[src/rtl/booth_pkg.sv]
`default_nettype none
// ============================================================================
// Module      : booth_pkg
// Description : Shared types and constants for the Booth multiplier controller.
// Revision    : 1.0 - initial release
// ============================================================================
package booth_pkg;

    localparam int c_booth_n = 4;

    // {x0, e} pairs that require an adder operation in CHECK
    localparam logic [1:0] c_pair_add = 2'b01;
    localparam logic [1:0] c_pair_sub = 2'b10;

    typedef enum logic [2:0] {
        IDLE   = 3'd0,
        LOAD_Y = 3'd1,
        LOAD_X = 3'd2,
        CHECK  = 3'd3,
        SHIFT  = 3'd4,
        OUT_HI = 3'd5,
        OUT_LO = 3'd6
    } state_t;

endpackage
`default_nettype wire

[src/rtl/booth_counter.sv]
`default_nettype none
// ============================================================================
// Module      : booth_counter
// Description : Booth iteration counter with clear, increment and terminal count.
// Revision    : 1.0 - initial release
// ============================================================================
module booth_counter #(
    parameter int N = 4
) (
    input  logic clk,
    input  logic rst,
    input  logic clr,
    input  logic inc,
    output logic tc
);

    localparam int c_cnt_w = (N > 1) ? $clog2(N) : 1;

    logic [c_cnt_w-1:0] r_count;

    always_ff @(posedge clk or posedge rst) begin
        if (rst) begin
            r_count <= '0;
        end else if (clr) begin
            r_count <= '0;
        end else if (inc) begin
            r_count <= r_count + 1'b1;
        end
    end

    // Reflects the count before the pending increment is applied
    assign tc = (r_count == c_cnt_w'(N - 1));

endmodule
`default_nettype wire

[src/rtl/booth_controller.sv]
`default_nettype none
// ============================================================================
// Module      : booth_controller
// Description : Control FSM sequencing a radix-2 Booth multiplier datapath.
// Revision    : 1.0 - initial release
// ============================================================================
module booth_controller
    import booth_pkg::*;
#(
    parameter int N = c_booth_n
) (
    input  logic clk,
    input  logic rst,
    input  logic start,
    input  logic x0,
    input  logic e,
    output logic ldY,
    output logic clrE,
    output logic ldE,
    output logic clrA,
    output logic ldA,
    output logic shA,
    output logic ldX,
    output logic shX,
    output logic sub,
    output logic sel,
    output logic ready,
    output logic out_valid
);

    state_t r_state;
    state_t w_next_state;
    logic   w_cnt_clr;
    logic   w_cnt_inc;
    logic   w_cnt_tc;

    booth_counter #(
        .N (N)
    ) u_counter (
        .clk (clk),
        .rst (rst),
        .clr (w_cnt_clr),
        .inc (w_cnt_inc),
        .tc  (w_cnt_tc)
    );

    always_ff @(posedge clk or posedge rst) begin
        if (rst) begin
            r_state <= IDLE;
        end else begin
            r_state <= w_next_state;
        end
    end

    always_comb begin
        w_next_state = r_state;
        w_cnt_clr    = 1'b0;
        w_cnt_inc    = 1'b0;
        ldY          = 1'b0;
        clrE         = 1'b0;
        ldE          = 1'b0;
        clrA         = 1'b0;
        ldA          = 1'b0;
        shA          = 1'b0;
        ldX          = 1'b0;
        shX          = 1'b0;
        sub          = 1'b0;
        sel          = 1'b0;
        ready        = 1'b0;
        out_valid    = 1'b0;

        case (r_state)
            IDLE: begin
                ready = 1'b1;
                if (start) begin
                    w_next_state = LOAD_Y;
                end
            end
            LOAD_Y: begin
                ldY          = 1'b1;
                clrA         = 1'b1;
                clrE         = 1'b1;
                w_next_state = LOAD_X;
            end
            LOAD_X: begin
                ldX          = 1'b1;
                w_cnt_clr    = 1'b1;
                w_next_state = CHECK;
            end
            CHECK: begin
                // Mealy decode: equal bits mean a pure shift this iteration
                if ({x0, e} == c_pair_sub) begin
                    ldA = 1'b1;
                    sub = 1'b1;
                end else if ({x0, e} == c_pair_add) begin
                    ldA = 1'b1;
                end
                w_next_state = SHIFT;
            end
            SHIFT: begin
                shA          = 1'b1;
                shX          = 1'b1;
                ldE          = 1'b1;
                w_cnt_inc    = 1'b1;
                w_next_state = w_cnt_tc ? OUT_HI : CHECK;
            end
            OUT_HI: begin
                out_valid    = 1'b1;
                w_next_state = OUT_LO;
            end
            OUT_LO: begin
                sel          = 1'b1;
                out_valid    = 1'b1;
                w_next_state = IDLE;
            end
            default: begin
                w_next_state = IDLE;
            end
        endcase
    end

endmodule
`default_nettype wire

[config.mk]
export PLATFORM = sky130hd
export DESIGN_NAME = booth_controller
export DESIGN_NICKNAME = d
export VERILOG_FILES = /design/src/rtl/booth_pkg.sv /design/src/rtl/booth_counter.sv /design/src/rtl/booth_controller.sv
export SDC_FILE = /design/constraint.sdc
export NUM_CORES = 1
export LEC_CHECK = 0
export ABC_AREA = 1
export CAP_MARGIN = 20
export CORE_AREA = 2 2 39 41
export CTS_BUF_LIST = sky130_fd_sc_hd__clkbuf_16
export CTS_CLUSTER_DIAMETER = 30
export DETAILED_ROUTE_END_ITERATION = 10
export DIE_AREA = 0 0 41 43
export SYNTH_ARGS = -nofsm -noshare
export SYNTH_HDL_FRONTEND = slang
export SYNTH_HIERARCHICAL = 1
export SYNTH_SLANG_ARGS = --single-unit
[constraint.sdc]
create_clock -name clk -period 1.2 [get_ports clk]
set_clock_uncertainty 0.05 [all_clocks]
set_input_delay 0.18 -clock clk [delete_from_list [all_inputs] [get_ports clk]]
set_output_delay 0.18 -clock clk [all_outputs]
set_load 0.05 [all_outputs]
==> Word-level counts from Yosys, hierarchy flattened <==
Index checks and enable logic that the tools add are counted.
{ "word_totals": {"regBits": 5, "latchBits": 0, "ram_bits": 0, "mem_bits_ro": 0, "inputBits": 5, "n_memories": 0} }
{ "op_classes": {"n_addsub": 1, "mul": 0, "div": 0, "n_lt_le_gt_ge": 0, "eq_ne": 10, "n_shift": 0, "mux": 16, "bitwise_logic": 0, "n_reduce_logical": 3} }
{ "ops": {"columns": ["operator", "count"], "rows": [
  ["3-bit case mux with 6 select lines", 1],
  ["1-bit two-way mux", 11],
  ["3-bit == test, second input constant", 3],
  ["3-bit by 2-bit == test with 1-bit output, second input constant", 2],
  ["3-bit two-way mux", 2],
  ["2-bit == test, second input constant", 2],
  ["2-bit two-way mux", 2],
  ["3-bit by 1-bit == test with 1-bit output, second input constant", 1],
  ["3-bit zero test", 1],
  ["2-bit by 1-bit adder with 2-bit output, second input constant", 1],
  ["2-bit by 1-bit == test with 1-bit output, second input constant", 1],
  ["2-bit inequality test, second input constant", 1],
  ["2-bit nonzero test", 1],
  ["2-bit OR reduction", 1]
]} }

==> Depth between registers and ports, before layout <==
{ "depth": {"depth_word": 4, "depth_mapped": 6} }

==> Modules after synthesis <==
The synthesis kept the hierarchy.
{ "by_module_without_submodules": {"columns": ["module", "instances", "cells_each", "area_each_um2", "seq_area_each_um2"], "rows": [
  ["booth_controller", 1, 39, 254.0, 75.1],
  ["booth_counter", 1, 13, 101.3, 50.0]
]} }

==> Worst setup path after synthesis <==
OpenSTA, ideal clock, no wires.
{ "synth_path": {"path_type": "flip-flop to output port", "start": "register r_state[1]", "end": "output port shA", "arrival_time_ns": 1.824, "t_required_ns": 0.970, "path_slack_ns": -0.854, "path_stages_with_launch": 5, "path_cell_list": "dfrtp_1 -> nor2_2 -> inv_1 -> nor2_1 -> buf_4"} }
{ "synth_between": {"elab_chain_cells": 2} }
{ "synth_lines": {"columns": ["item", "line", "source"], "rows": [
  ["start, declared", "booth_controller.sv:31", "state_t r_state;"],
  ["start signal, assigned", "booth_controller.sv:51", "r_state <= w_next_state;"],
  ["3-bit == test", null, null],
  ["1-bit two-way mux", null, null],
  ["end, declared", "booth_controller.sv:22", "output logic shA,"]
]} }
Every way passes these cells.

==> Worst setup path in the final report <==
{ "layout_path": {"start": "register r_state[2]", "end": "output port ldA"} }
{ "layout_between": {"elab_chain_cells": 2} }
{ "layout_lines": {"columns": ["item", "line", "source"], "rows": [
  ["3-bit by 2-bit == test with 1-bit output", "booth_controller.sv:72", "case (r_state)"],
  ["1-bit two-way mux", "booth_controller.sv:72", null],
  ["end, declared", "booth_controller.sv:21", "output logic ldA,"]
]} }
Every way passes these cells.

==> results_dict.tcl <==
set metrics [dict create \
    hold_class "in2async" \
    drt_iter0_markers 4 \
    dr.pass1.iters 4 \
    drive_gt1_frac 0.5395 \
    cellPowerDensity_nw_per_um2 3237 \
    maxSlewViolCount 0 \
    vias 386 \
    final_cell_mix "12 x buf_12, 10 x inv_1, 7 x nand3_1, 6 x nor2_4, 6 x buf_4" \
    ys_seq_area_frac 0.3521 \
    power_mw 2.835 \
    peakVddDrop_uv 1959 \
    r2r_setup_slack_ns -0.06 \
    clock_path_buffers 2 \
    groute.usage.overall 0.1296 \
    clockRootBuffer "clkbuf_16" \
    drv_cap 0 \
    rsz0062_at_grt "yes" \
    setup_viol 14 \
    reg2reg_to "u_counter/r_count[1]" \
    yosys_register_bits 5 \
    grt-ovfl-total 0 \
    h-tree-depth 1 \
    fill_cells 123 \
    slowest_delay_ns 0.44 \
    synthCells 52 \
    wl_per_cell_um 8.772 \
    final_common_cell "buf_12" \
    netlist_area_sq_um 355.3 \
    setup.worst_path.start_class "flop" \
    crit_type "reg2out" \
    max_freq_ghz 0.6971 \
    cts_inserted_buffers 3 \
    fp-row-count 14 \
    setup_slack_ns -0.2344 \
    start_util 0.2568 \
    slew_headroom 0.8515 \
    portBuffers 16 \
    hold_viol 0 \
    period_share 1.195 \
    chipHeight_um 43 \
    io_pins 17 \
    r2r_start "r_state[1]" \
    synthesis.nets 59 \
    wl_um 807 \
    vias_per_cell 4.196 \
    crit_start "r_state[2]" \
    place_congestion 0.7750 \
    syn_area_per_cell_sq_um 6.833 \
    area_growth_pct 146.5 \
    cp_cell_sequence "inv_2, nand3_4, nor2_4, buf_12" \
    fin_crit_ns 1.434 \
    violations "negative setup slack" \
    clock_latency_ns 0.23 \
    antenna_found_initial 0 \
    ant_nets 0 \
    cts.sinks 5 \
    hold_buffers 0 \
    die_area_sq_um 1763 \
    grt_pass1_wl_mm 1.435 \
    power.leakage_nw 0.4047 \
    endpoint_kind "primary output" \
    required_ns 0.97 \
    status "finished, violations left" \
    yosys_warnings 6 \
    drc 0 \
    worstPathMaxFanout 6 \
    synth.distinct_cells 12 \
    nNetsFinal 84 \
    cpMaxStageDelayCell "dfrtp_2" \
    tightest_slew_ns 0.2222 \
    seq_area_sq_um 126.4 \
    finalSetupTns_ns -2.696 \
    post-dp-hpwl_um 664.3 \
    grt_max_degree 7 \
    coreArea_sq_um 1384 \
    multi_input_area_sq_um 247.7 \
    first_global_vias 398 \
    num_antenna_cells 0 \
    clk_pin_slew_ns 0.03 \
    die_w_um 41 \
    cp.arrival_ns 1.20 \
    reg2regPathDepth 7 \
    cts_tree "done" \
]
## worst max-delay path by stage
stage	end	slack (ns)	depth (start not counted)
finish	ldA	-0.23	4
global route	shX	-0.29	4
CTS	shX	-0.24	4
detailed placement	ldA	-0.27	5
global placement	ldA	-0.26	5
floorplan	shA	-0.29	4
## timing repair
| action | in CTS | in global routing |
|---|---|---|
| setup endpoints to repair | 14 | 14 |
| resized for setup | 11 | 1 |
| buffers inserted | 2 | 0 |
| pin swaps | 6 | 0 |
## Yosys cell counts
| cell | number | area [sq um] |
|---|---|---|
| a21oi_1 | 1 | 5.000 |
| buf_4 | 4 | 30.03 |
| dfrtp_1 | 5 | 125.1 |
| ha_1 | 2 | 25.02 |
| inv_1 | 12 | 45.04 |
| inv_2 | 1 | 3.750 |
| nand2_1 | 7 | 26.28 |
| nand3_1 | 8 | 40.04 |
| nand3_2 | 1 | 10.01 |
| nor2_1 | 9 | 33.78 |
| nor2_2 | 1 | 6.260 |
| o21ai_1 | 1 | 5.000 |
## per-stage QoR
step	hold slack, ns	utilization	setup slack (ns)	cell area [sq um]	std cells
after floorplan	-0.1288	-	-0.2873	426.7	52
after global placement	0.3171	0.5253	-0.2640	726.9	86
after detailed placement	0.3209	0.5253	-0.2738	726.9	86
after CTS	0.08324	0.6293	-0.2426	870.8	92
after global routing	0.1218	0.6329	-0.2941	875.8	92
final	0.08120	0.6329	-0.2344	875.8	92
## final cells by class
class	count	area share
flip-flops and latches	5	0.1443
multi-input cells	30	0.2829
clock buffers	3	0.08571
well taps	16	0.02286
repair buffers	24	0.3971
clock inverters	1	0.004286
inverters	13	0.06286
## layer usage
| metal | part of all wire | up-vias | wire, um | track usage |
|---|---|---|---|---|
| met5 | 0 | - | 0 | 0 |
| met4 | 0.059 | 0 | 48 | 0.1400 |
| met3 | 0.041 | 4 | 33 | 0.04712 |
| met2 | 0.52 | 10 | 421 | 0.1875 |
| met1 | 0.38 | 173 | 304 | 0.1254 |
| li1 | - | 199 | - | - |
## worst max-delay path, delay by kind of cell, from the launching register on
family	cells	cell delay, ns
flip-flops	1	0.44
buffers and inverters	2	0.28
AND/OR/NAND/NOR	2	0.26
## flip-flops by register name, indices dropped and copies added (netlist names)
name,flops
r_state,3
u_counter/r_count,2
## cell families after synthesis
| family | synth area share |
|---|---|
| buf+inv | 0.2218 |
| flops | 0.3521 |
| fa+ha+maj | 0.07041 |
| compound gates | 0.02814 |
| simple gates | 0.3275 |
## where the power goes
part           leakage (nW)  switching [mW]  total [mW]  internal [mW]
combinational         0.300            1.09        1.99          0.895
clock                0.0423           0.103       0.534          0.431
sequential           0.0626          0.0678       0.315          0.247
total                 0.405            1.26        2.84           1.57
Power figures use the tool's default switching activity.
